**config.mk**
```make
export PLATFORM = sky130hd
export DESIGN_NAME = sdr_tx_serializer
export DESIGN_NICKNAME = d
export VERILOG_FILES = /design/src/rtl/sdr_tx_pkg.sv /design/src/rtl/sdr_tx_serializer.sv
export SDC_FILE = /design/constraint.sdc
export NUM_CORES = 1
export LEC_CHECK = 0
export ABC_AREA = 1
export BUFFER_PORTS_ARGS = -buffer_cell sky130_fd_sc_hd__buf_2
export CORE_ASPECT_RATIO = 0.8
export CORE_MARGIN = 2
export CORE_UTILIZATION = 40
export DETAILED_ROUTE_END_ITERATION = 6
export GPL_TIMING_DRIVEN = 0
export PLACE_DENSITY = 0.61
export SETUP_SLACK_MARGIN = 0.3
export SYNTH_ARGS = -nofsm -noshare
export SYNTH_HDL_FRONTEND = slang
export SYNTH_SLANG_ARGS = --single-unit
```
**constraint.sdc**
```tcl
create_clock -name i_sys_clk -period 2.3 [get_ports i_sys_clk]
set_input_delay 0.345 -clock i_sys_clk [delete_from_list [all_inputs] [get_ports i_sys_clk]]
set_output_delay 0.345 -clock i_sys_clk [all_outputs]
set_load 0.05 [all_outputs]
```
**src/rtl/sdr_tx_pkg.sv**
```systemverilog
// ---------------------------------------------------------------------------
// sdr_tx_pkg
// Shared types and helpers for the SDR transmit path.
//   state_t     : serializer FSM states
//   T_BIT_ODD   : 1 = T-bit makes data+T hold an odd number of ones
//   PAR_MAX_W   : widest word the parity helper accepts (zero-extend narrower)
//   odd_parity  : T-bit for a data word; also used by the receive-side checker
// ---------------------------------------------------------------------------
package sdr_tx_pkg;

  typedef enum logic [1:0] {
    IDLE   = 2'd0,
    ARMED  = 2'd1,
    SHIFT  = 2'd2,
    PARITY = 2'd3
  } state_t;

  localparam logic T_BIT_ODD = 1'b1;
  localparam int   PAR_MAX_W = 32;

  // Zero padding does not change the XOR reduction, so callers simply
  // zero-extend their data word to PAR_MAX_W.
  function automatic logic odd_parity(input logic [PAR_MAX_W-1:0] data);
    return T_BIT_ODD ? ~(^data) : (^data);
  endfunction

endpackage

```
**src/rtl/sdr_tx_serializer.sv**
```systemverilog
// ---------------------------------------------------------------------------
// sdr_tx_serializer
// Serializes one data byte (MSB first) plus an optional odd-parity T-bit onto
// SDA for SDR write transfers. Bit timing comes from single-cycle SCL edge
// strobes; SDA only changes after a falling-edge strobe.
//
// Ports
//   i_sys_clk        system clock
//   i_rst_n          asynchronous active-low reset
//   i_ser_en         enable from frame FSM; dropping it aborts the frame
//   i_scl_pos_edge   one-cycle SCL rising-edge strobe
//   i_scl_neg_edge   one-cycle SCL falling-edge strobe
//   i_ser_data       byte to send
//   i_ser_valid      i_ser_data valid
//   o_ser_ready      byte accepted this cycle if i_ser_valid is high
//   o_sda            registered serial data
//   o_sda_oe         SDA output enable (0 = released)
//   o_ser_bit_count  bits completed in the current frame
//   o_ser_done       one-cycle pulse at frame completion
//
// state  | meaning
// IDLE   | SDA released, waiting for a byte
// ARMED  | byte captured, waiting for first SCL falling edge
// SHIFT  | driving data bits
// PARITY | driving the T-bit (last-bit state)
// ---------------------------------------------------------------------------
module sdr_tx_serializer
  import sdr_tx_pkg::*;
#(
  parameter int DATA_WIDTH = 8,
  parameter bit PARITY_EN  = 1'b1,
  parameter int CNT_WIDTH  = 5
) (
  input  logic                  i_sys_clk,
  input  logic                  i_rst_n,
  input  logic                  i_ser_en,
  input  logic                  i_scl_pos_edge,
  input  logic                  i_scl_neg_edge,
  input  logic [DATA_WIDTH-1:0] i_ser_data,
  input  logic                  i_ser_valid,
  output logic                  o_ser_ready,
  output logic                  o_sda,
  output logic                  o_sda_oe,
  output logic [CNT_WIDTH-1:0]  o_ser_bit_count,
  output logic                  o_ser_done
);

  localparam int IDX_W = (DATA_WIDTH > 1) ? $clog2(DATA_WIDTH) : 1;

  state_t                  state_q, state_d;
  logic [DATA_WIDTH-1:0]   shreg_q, shreg_d;
  logic                    par_q,   par_d;
  logic [IDX_W-1:0]        idx_q,   idx_d;
  logic [CNT_WIDTH-1:0]    cnt_q,   cnt_d;
  logic                    sda_q,   sda_d;
  logic                    oe_q,    oe_d;
  logic                    done_q,  done_d;
  logic                    alive_q;

  logic neg;
  logic pos;
  logic last_bit;
  logic ready;
  logic accept;
  logic frame_end;

  // Simultaneous strobes are illegal; the falling edge wins.
  assign neg = i_scl_neg_edge;
  assign pos = i_scl_pos_edge & ~i_scl_neg_edge;

  // Without a T-bit the last-bit slot is SHIFT once the LSB is on the wire.
  assign last_bit = PARITY_EN ? (state_q == PARITY)
                              : ((state_q == SHIFT) && (idx_q == '0));

  // alive_q keeps ready low while reset is asserted, independent of i_ser_en.
  assign ready  = alive_q & i_ser_en &
                  ((state_q == IDLE) | (last_bit & neg));
  assign accept = ready & i_ser_valid;

  always_comb begin
    state_d   = state_q;
    shreg_d   = shreg_q;
    par_d     = par_q;
    idx_d     = idx_q;
    cnt_d     = cnt_q;
    sda_d     = sda_q;
    oe_d      = oe_q;
    done_d    = 1'b0;
    frame_end = 1'b0;

    if ((state_q != IDLE) && !i_ser_en) begin
      // Abort: release the line, keep the count for the frame FSM to inspect.
      state_d = IDLE;
      sda_d   = 1'b1;
      oe_d    = 1'b0;
    end else begin
      case (state_q)
        IDLE: begin
          if (accept) begin
            shreg_d = i_ser_data;
            par_d   = odd_parity(PAR_MAX_W'(i_ser_data));
            cnt_d   = '0;
            state_d = ARMED;
          end
        end

        ARMED: begin
          if (neg) begin
            sda_d   = shreg_q[DATA_WIDTH-1];
            shreg_d = shreg_q << 1;
            idx_d   = IDX_W'(DATA_WIDTH - 1);
            oe_d    = 1'b1;
            state_d = SHIFT;
          end
        end

        SHIFT: begin
          if (pos) begin
            cnt_d = cnt_q + CNT_WIDTH'(1);
          end
          if (neg) begin
            if (idx_q != '0) begin
              sda_d   = shreg_q[DATA_WIDTH-1];
              shreg_d = shreg_q << 1;
              idx_d   = idx_q - IDX_W'(1);
            end else if (PARITY_EN) begin
              sda_d   = par_q;
              state_d = PARITY;
            end else begin
              frame_end = 1'b1;
            end
          end
        end

        PARITY: begin
          if (pos) begin
            cnt_d = cnt_q + CNT_WIDTH'(1);
          end
          if (neg) begin
            frame_end = 1'b1;
          end
        end

        default: begin
          state_d = IDLE;
          sda_d   = 1'b1;
          oe_d    = 1'b0;
        end
      endcase

      if (frame_end) begin
        done_d = 1'b1;
        if (accept) begin
          // Back-to-back: the new MSB goes out on the same falling edge,
          // so SDA is never released between frames.
          par_d   = odd_parity(PAR_MAX_W'(i_ser_data));
          sda_d   = i_ser_data[DATA_WIDTH-1];
          shreg_d = i_ser_data << 1;
          idx_d   = IDX_W'(DATA_WIDTH - 1);
          cnt_d   = '0;
          state_d = SHIFT;
        end else begin
          sda_d   = 1'b1;
          oe_d    = 1'b0;
          state_d = IDLE;
        end
      end
    end
  end

  always_ff @(posedge i_sys_clk or negedge i_rst_n) begin
    if (!i_rst_n) begin
      state_q <= IDLE;
      shreg_q <= '0;
      par_q   <= 1'b0;
      idx_q   <= '0;
      cnt_q   <= '0;
      sda_q   <= 1'b1;
      oe_q    <= 1'b0;
      done_q  <= 1'b0;
      alive_q <= 1'b0;
    end else begin
      state_q <= state_d;
      shreg_q <= shreg_d;
      par_q   <= par_d;
      idx_q   <= idx_d;
      cnt_q   <= cnt_d;
      sda_q   <= sda_d;
      oe_q    <= oe_d;
      done_q  <= done_d;
      alive_q <= 1'b1;
    end
  end

  assign o_ser_ready     = ready;
  assign o_sda           = sda_q;
  assign o_sda_oe        = oe_q;
  assign o_ser_bit_count = cnt_q;
  assign o_ser_done      = done_q;

endmodule

```
==> out/metrics.cfg <==
[status]
status=finished clean

[floorplanning]
die_w_um=77.3
rows=21
ios=23
core_um2=4150
initial_utilization_pct=41.4
dieArea_um2=4840
dieHeight_um=62.6

[synthesis]
synth_area_per_cell_um2=6.87
synthCells=250
synthArstFlopShare_pct=100
synth_cell_types=30
synth_seq_area_share_pct=33.6
ys_seq_elements=23
netlist_area_um2=1720
synth-edff-count=0
synth_warnings=0
synth_top_flop_cell=dfrtp_1
synth_nets=273

[clock_tree]
cts-root-buf=clkbuf_8
ctsHtreeMaxLevel=1
clk_latency_ns=0.27
cts_buffer_depth=2
hold_buffers=0
cts_buffers=3
clkSinkCount=23
cts_tree=built
clkTransAtPathRegs_ns=0.09

[sta]
fin_ws_ns=0.393
rsz0062_at_grt=no
fin_tns_setup_ns=0
finalHoldViolCount=0
max-slew-margin-rel_pct=62.9
fmax_mhz=524
min_period_ns=1.91
worst_pin_slew_ns=0.556
slew_viol_final=0
finalSetupViolations=0
finClkSkew_ns=0.00719
period_share_pct=82.9

[finish]
syn_to_final_growth_pct=16.7
final_cell_mix=nand2_1, inv_1, buf_2, nor2_1, dfrtp_1
layout-drive-gt1-share_pct=19.1
n_antenna_cell=0
layout_commonest_cell=nand2_1
n_fill_cell=455
nets=301
layout.cells.non_filler=334

[power_and_ir_drop]
power_density_nw_per_um2=1190
vdd_drop_max_uv=750
leakagePower_nw=1.04

[routing]
dr.pass1.iters=4
ant_nets=0
wire_per_inst_um=12.7
viasPerCell=4.93
post-route-drc-count=0
vias=1646
totalWireLength_mm=4.24
drt_iter0_drc=143

[placed_design]
hpwl_mm=3.22
dp_slack_ns=0.345
port_buffers=22
placedCellCount=329
gp_congestion=0.888

[global_route]
track_usage_pct=19.1
grt_pass1_wl_mm=7.29
grt_max_degree=24
overflow=0
first_global_vias=1455
antenna_found_initial=0

[setup_path]
crit_path_start_kind=flip-flop
cp_max_fo=5
required_ns=1.96
crit_type=flip-flop to output port
endpoint_kind=output port
arrival_ns=1.56

[flow_run]
cap_violations=0

[min_path]
hold_class=input port to asynchronous set/reset pin

==> worst paths after layout <==
| check | startpoint | endpoint | slack [ns] | cells past startpoint |
|---|---|---|---|---|
| worst max-delay path | state_q[1] | o_ser_ready | 0.39 | 5 |
| worst min-delay path | i_rst_n | state_q[1] | 0.05 | 1 |
| worst max register to register | state_q[1] | shreg_q[3] | 0.44 | 12 |
| min in group i_sys_clk | i_ser_data[6] | shreg_q[7] | 0.38 | 3 |
| max in group asynchronous | i_rst_n | state_q[0] | 1.85 | 1 |
| worst min register to register | idx_q[0] | idx_q[0] | 0.48 | 2 |
==> cell usage after synthesis (2+ instances only) <==
library cell	n	area, um^2
buf_2	2	10.0
nand2_4	2	22.5
inv_2	4	15.0
o21ai_0	19	95.1
xor2_1	3	26.3
ha_1	9	113
inv_1	30	113
nand3_1	15	75.1
xnor2_1	5	43.8
a21oi_1	17	85.1
dfrtp_1	22	551
clkbuf_1	2	7.51
a22oi_1	3	22.5
o21ai_1	7	35.0
nor3_1	4	20.0
nor2_1	25	93.8
nand4_1	4	25.0
nand2_1	65	244
==> registers in the layout, summed over array words and instances (netlist names) <==
register,cells
idx_q,3
o_sda,1
alive_q,1
o_sda_oe,1
o_ser_bit_count,5
state_q,2
par_q,1
shreg_q,8
o_ser_done,1
==> cell families after synthesis <==
kind of cell,synth area share [%]
DFF,33.6
adders and majority gates,6.56
xor gates and xnor gates,4.08
other,0.218
and+or+nand+nor,30.0
AOI/OAI and AO/OA,16.5
buffers and inverters,9.10
==> report_power, final <==
group	internal (mW)	leakage, nW	switching, mW	total [mW]
Clock	0.124	0.0228	0.136	0.260
Sequential	0.561	0.296	0.119	0.680
Combinational	0.472	0.720	0.969	1.44
==> per-layer routing <==
metal | global-route usage, % | up-vias | wire [um]
li1 | - | 859 | -
met1 | 29.6 | 739 | 2180
met2 | 27.3 | 43 | 1770
met3 | 3.03 | 5 | 245
met4 | 5.36 | 0 | 48
met5 | 0 | - | 0
==> metrics by stage <==
step,hold WS [ns],power (mW),cell area (um^2),utilization [%]
after global placement,0.372,2.04,1900,45.8
after floorplan,0.0494,1.73,1720,-
after CTS,0.0696,2.33,1940,46.8
final,0.0523,2.38,2000,48.3
after detailed placement,0.372,2.05,1900,45.8
after global routing,0.0911,2.63,2000,48.3
==> layout make-up <==
cell class / count / area, um^2 / area share, %
buffer: 5 / 31.3 / 1.56
sequential: 23 / 578 / 28.8
tap: 57 / 71.3 / 3.56
multi-input combinational: 188 / 1030 / 51.4
clock buffer: 4 / 45.0 / 2.25
inverter: 34 / 128 / 6.37
timing repair buffer: 23 / 120 / 5.99
==> worst max-delay path, stage by stage (launching register included) <==
cell and delay [ns]:
dfrtp_1 0.42, inv_1 0.14, ha_2 0.24, inv_2 0.09
a21oi_1 0.15, clkbuf_4 0.24
==> timing repair <==
item                       CTS  global route
buffers inserted             0             1
setup endpoints to repair    0            17
gates resized for setup      0            18
(Power assumes the default switching activity.)
